<file path="config.mk">
export PLATFORM = sky130hd
export DESIGN_NAME = inst_fetch_stage
export DESIGN_NICKNAME = d
export VERILOG_FILES = /design/src/rtl/inst_fetch_stage.sv
export SDC_FILE = /design/constraint.sdc
export NUM_CORES = 1
export LEC_CHECK = 0
export ABC_AREA = 1
export CORE_MARGIN = 2
export CORE_UTILIZATION = 48
export DETAILED_ROUTE_END_ITERATION = 6
export PLACE_DENSITY = 0.77
export REMOVE_ABC_BUFFERS = 1
export SYNTH_ARGS = -nofsm -noshare
export SYNTH_HDL_FRONTEND = slang
export SYNTH_SLANG_ARGS = --single-unit
</file>
<file path="constraint.sdc">
create_clock -name clk -period 5 [get_ports clk]
set_clock_uncertainty 0.2 [all_clocks]
set_input_delay 1 -clock clk [delete_from_list [all_inputs] [get_ports clk]]
set_output_delay 1 -clock clk [all_outputs]
set_load 0.01 [all_outputs]
</file>
<file path="src/rtl/inst_fetch_stage.sv">
// Instruction fetch stage. This stage owns the fetch PC, issues reads to a
// synchronous instruction ROM and buffers (pc, instr) pairs in a small FIFO.
// Decode takes the pairs over a valid/ready handshake.
//
// A redirect empties the FIFO, drops any in-flight read and reloads the PC.
// The issue rule counts buffered entries plus in-flight reads against the
// FIFO depth, so a returning read always has a free slot.
//
// Optional feature: when IF_MISALIGN_TRAP_EN is defined, a misaligned
// redirect target is kept as-is and its head entry is flagged on
// out_misalign. Fetching then stops until the next redirect or reset.
// Without the macro, redirect targets are word-aligned and out_misalign
// is tied low.
module inst_fetch_stage #(
  parameter int unsigned     XLEN       = 32,
  parameter logic [XLEN-1:0] RESET_PC   = '0,
  parameter int unsigned     IMEM_AW    = 8,
  parameter int unsigned     FIFO_DEPTH = 2
) (
  input  logic               clk,
  input  logic               reset,
  input  logic               redirect,
  input  logic [XLEN-1:0]    redirect_pc,
  output logic               imem_req,
  output logic [IMEM_AW-1:0] imem_addr,
  input  logic [31:0]        imem_rdata,
  output logic               out_valid,
  input  logic               out_ready,
  output logic [XLEN-1:0]    out_pc,
  output logic [31:0]        out_instr,
  output logic               out_misalign
);

  localparam int unsigned PW = $clog2(FIFO_DEPTH);
  localparam int unsigned CW = PW + 1;

  logic [XLEN-1:0] fetch_pc;
  logic [XLEN-1:0] inflight_pc;
  logic [XLEN-1:0] load_pc;
  logic            inflight;
  logic            push;
  logic            pop;
  logic            stall;
  logic [PW-1:0]   rd_ptr;
  logic [PW-1:0]   wr_ptr;
  logic [CW-1:0]   count;
  logic [CW-1:0]   occupancy;

  logic [XLEN-1:0] fifo_pc    [FIFO_DEPTH];
  logic [31:0]     fifo_instr [FIFO_DEPTH];

`ifdef IF_MISALIGN_TRAP_EN
  logic halted;

  assign load_pc      = redirect_pc;
  assign stall        = halted;
  assign out_misalign = |out_pc[1:0];

  // Stop fetching after the misaligned PC has been issued once; a redirect or reset resumes.
  always_ff @(posedge clk) begin
    if (reset || redirect) begin
      halted <= 1'b0;
    end else if (imem_req && (|fetch_pc[1:0])) begin
      halted <= 1'b1;
    end
  end
`else
  assign load_pc      = redirect_pc & ~XLEN'(3);
  assign stall        = 1'b0;
  assign out_misalign = 1'b0;
`endif

  // The occupancy counts entries already buffered plus the read in flight,
  // minus the entry decode takes this cycle.
  assign out_valid = (count != '0);
  assign pop       = out_valid && out_ready;
  assign push      = inflight && !redirect && !reset;
  assign occupancy = count + CW'(inflight) - CW'(pop);
  assign imem_req  = !reset && !redirect && !stall && (occupancy < CW'(FIFO_DEPTH));
  assign imem_addr = fetch_pc[IMEM_AW+1:2];
  assign out_pc    = out_valid ? fifo_pc[rd_ptr]    : '0;
  assign out_instr = out_valid ? fifo_instr[rd_ptr] : '0;

  // Control state: PC, in-flight tracking and FIFO pointers; redirect flushes everything.
  always_ff @(posedge clk) begin
    if (reset) begin
      fetch_pc    <= RESET_PC;
      inflight_pc <= '0;
      inflight    <= 1'b0;
      rd_ptr      <= '0;
      wr_ptr      <= '0;
      count       <= '0;
    end else if (redirect) begin
      fetch_pc <= load_pc;
      inflight <= 1'b0;
      rd_ptr   <= '0;
      wr_ptr   <= '0;
      count    <= '0;
    end else begin
      inflight <= imem_req;
      if (imem_req) begin
        fetch_pc    <= fetch_pc + XLEN'(4);
        inflight_pc <= fetch_pc;
      end
      if (push) wr_ptr <= wr_ptr + PW'(1);
      if (pop)  rd_ptr <= rd_ptr + PW'(1);
      count <= count + CW'(push) - CW'(pop);
    end
  end

  // FIFO storage: the ROM response and its issuing PC are written together.
  always_ff @(posedge clk) begin
    if (push) begin
      fifo_pc[wr_ptr]    <= inflight_pc;
      fifo_instr[wr_ptr] <= imem_rdata;
    end
  end

  // The issue rule must keep a push from ever landing in a full FIFO.
  a_no_overflow: assert property (@(posedge clk) disable iff (reset)
    !(push && !pop && (count == CW'(FIFO_DEPTH))));

endmodule

</file>
==> impl_metrics.yaml <==
critical_path:
  path_class: "in -> out"
  r2r_setup_slack_ps: 2230
  cp_top_family: "buffers and inverters"
  crit_buf_inv: 5
  timing.rr.end: "fetch_pc[5]$_SDFFE_PP0P_"
  start_kind: "input port"
  r2r-start: "count[1]$_SDFF_PP0_"
  worst-path-stages: 10
  required_ps: 3800
  crit_end: "imem_req"
  cpMaxStageDelayCell: "clkdlybuf4s50_1"
  path_cells: "clkdlybuf4s50_1 -> nand2_1 -> inv_1 -> ha_1 -> inv_1 -> nand2_1 -> nand3_1 -> nand3_2 -> inv_2 -> clkdlybuf4s50_1"
  cpPeakStageDelay_ps: 540
  crit_fanout: 4
  r2r_cells: 15
  worstSetupEndpointType: "primary output"
  arrival_ps: 2880
  worstSetupStartpoint: "out_ready"
drt:
  vias_per_cell: 5.04
  wl_met2_um: 8990
  drt_iter0_drc: 351
  drc: 0
  top_layer: "met4"
  num_vias: 6235
  antenna_violating_nets_post_route: 0
  drt-pass1-iter-count: 5
  drt-met1-wl_um: 8060
  routed_wl_um: 18200
  drt-wirelength-per-cell_um: 14.7
  wl_met3_um: 837
yosys:
  synth-edff-count: 124
  syn_area_mm2: 0.00817
  synth_top_area_share_pct: 45.6
  syn_inst: 887
  ys_warn_count: 0
  synth_seq_cells: 190
  synth_top_flop_cell: "edfxtp_1"
  yosysMostFrequentCell: "nand2_1"
  avgSynthCellArea_um2: 9.21
  yosysUniqueCellTypes: 30
  synthTopCellsByArea: "edfxtp_1 46%, dfxtp_1 16%, nand2_1 14%"
  synthArstFlopShare_pct: 0
  synth_common_cells: "296 x nand2_1, 124 x edfxtp_1, 118 x a21oi_1, 66 x dfxtp_1, 64 x inv_1"
  yosysTopAreaCell: "edfxtp_1"
  seq_area_frac_synth_pct: 61.8
clock_tree:
  postCtsSetupRepairBufs: 0
  cts_resized: 0
  clk_latency_ps: 430
  cts_tree: "yes"
  cts_max_path_buffers: 2
  root_buffer: "clkbuf_16"
  ctsHtreeMaxLevel: 4
  clkTransAtPathRegs_ps: 70
  numClockSinks: 190
  cts-buffers-inserted: 17
  cts.hold.buffers_added: 0
final_layout:
  areaGrowthSynthToFinish_pct: 26.5
  drive_gt1_share_pct: 6.50
  layout.nets: 1074
  final_cell_count_no_fill: 1236
  n_antenna_cell: 0
  fin_area_mm2: 0.0103
  utilization_pct: 62.3
run:
  max_cap_violations: 0
grt:
  grt_pass1_vias: 5954
  grt_start_max_net_pins: 73
  track_usage_pct: 20.8
  grt_overflow: 0
  grt_pass1_wl_um: 29300
  grt_antenna_before_repair: 0
die:
  die_w_um: 134
  start_util_pct: 49.3
  dieArea_mm2: 0.0181
  core-area_mm2: 0.0166
  dieHeight_um: 134
  row_count: 47
  ios: 143
timing:
  fin_crit_ps: 4080
  slew_violations: 0
  timing.fmax_mhz: 245
  rsz0062_at_grt: "no"
  worst_slew_pin_slew_ps: 789
  timing.slew.headroom_pct: 47.3
  setup_violations: 0
  final-hold-violation-count: 0
  period_share_pct: 81.5
place:
  io_buffers: 137
  dp_cells: 1204
  post_dp_cell_area_mm2: 0.00967
  dpl.hpwl_um: 11300
  place.gp.congestion: 0.918
outcome:
  outcome: "completed"
power:
  leakagePower_nw: 3.82
  power.density_mw_per_mm2: 335
  ir_worst_vdd_mv: 0.255
min_path:
  hold_class: "reg -> reg"
-- worst min-delay path by stage --
stage | slack (ps) | endpoint | start | cells past startpoint
floorplan | 220 | fifo_pc[0][11]$_DFFE_PP_ | inflight_pc[11]$_SDFFE_PP0P_ | 0
global placement | 230 | fifo_pc[1][24]$_DFFE_PP_ | inflight_pc[24]$_SDFFE_PP0P_ | 0
detailed placement | 230 | fifo_pc[0][12]$_DFFE_PP_ | inflight_pc[12]$_SDFFE_PP0P_ | 0
CTS | 240 | fifo_pc[0][12]$_DFFE_PP_ | inflight_pc[12]$_SDFFE_PP0P_ | 0
global route | 260 | fifo_pc[0][12]$_DFFE_PP_ | inflight_pc[12]$_SDFFE_PP0P_ | 0
finish | 250 | fifo_pc[0][12]$_DFFE_PP_ | inflight_pc[12]$_SDFFE_PP0P_ | 0
-- sequential cells by signal (all words and copies together) (netlist names), named ones only --
signal       count
wr_ptr           1
inflight         1
fetch_pc        30
inflight_pc     30
count            2
rd_ptr           1
fifo_pc         60
fifo_instr      64
-- report_power, final --
| part | switching (mW) | internal, mW |
|---|---|---|
| registers | 0.0349 | 1.71 |
| logic | 0.117 | 0.105 |
| clock network | 0.575 | 0.919 |
-- per-layer routing --
metal	global-route usage, %	vias to the layer above
li1	-	3139
met1	26.0	2923
met2	35.7	150
met3	4.65	23
met4	6.78	0
met5	0	-
-- per-stage QoR --
step                      setup TNS [ps]  hold WS, ps  total power, mW  setup WS, ps
after global routing                   0          261             3.58           791
after CTS                              0          242             3.49           905
after detailed placement               0          232             2.00           924
after global placement                 0          227             1.99           909
final                                  0          246             3.46           923
after floorplan                    -3510          220             1.87          -710
-- cell families (layout without fill, tap and decap cells) --
group / after synthesis / in the layout / share of synthesized area [%]
XOR/XNOR: 9 / 9 / 0.965
AO/OA/AOI/OAI: 151 / 151 / 9.41
other: 1 / 3 / 0.0459
buffers and inverters: 119 / 246 / 6.28
AND/OR/NAND/NOR: 414 / 414 / 21.1
flip-flops: 190 / 190 / 61.8
adder cells (fa/ha/maj): 3 / 3 / 0.460
-- layout by cell type (no fill, tap or decap), types with 4 or more instances in the layout --
cell	n
nand2_1	296
clkdlybuf4s50_1	137
edfxtp_1	124
a21oi_1	118
dfxtp_1	65
inv_1	64
nand3_1	53
nor2_1	39
o21ai_0	27
clkbuf_16	18
nor2_4	9
buf_4	9
xnor2_1	5
nor2_2	5
bufinv_16	5
nand2_2	4
xor2_1	4
-- worst reg2reg max path, cell delays in order (launching register included) --
cell     delay [ps]
dfxtp_1         340
nor2_4          140
inv_1            70
nand2_1          80
inv_1            80
ha_1            290
inv_1            70
nand2_1          60
inv_1            50
nand2_1          50
nand3_2          90
buf_4           400
nand2_2         180
inv_1           280
nand2_1          80
a21oi_1         220
-- layout make-up --
type                            instances  area [um2]
Sequential cell                       190        5050
Clock inverter                         13         205
Tap cell                              220         275
Inverter                               67         251
Multi-Input combinational cell        580        2640
Fill cell                            1374        6250
Timing Repair Buffer                  147        1460
Clock buffer                           19         454
Power figures use the tool's default switching activity.
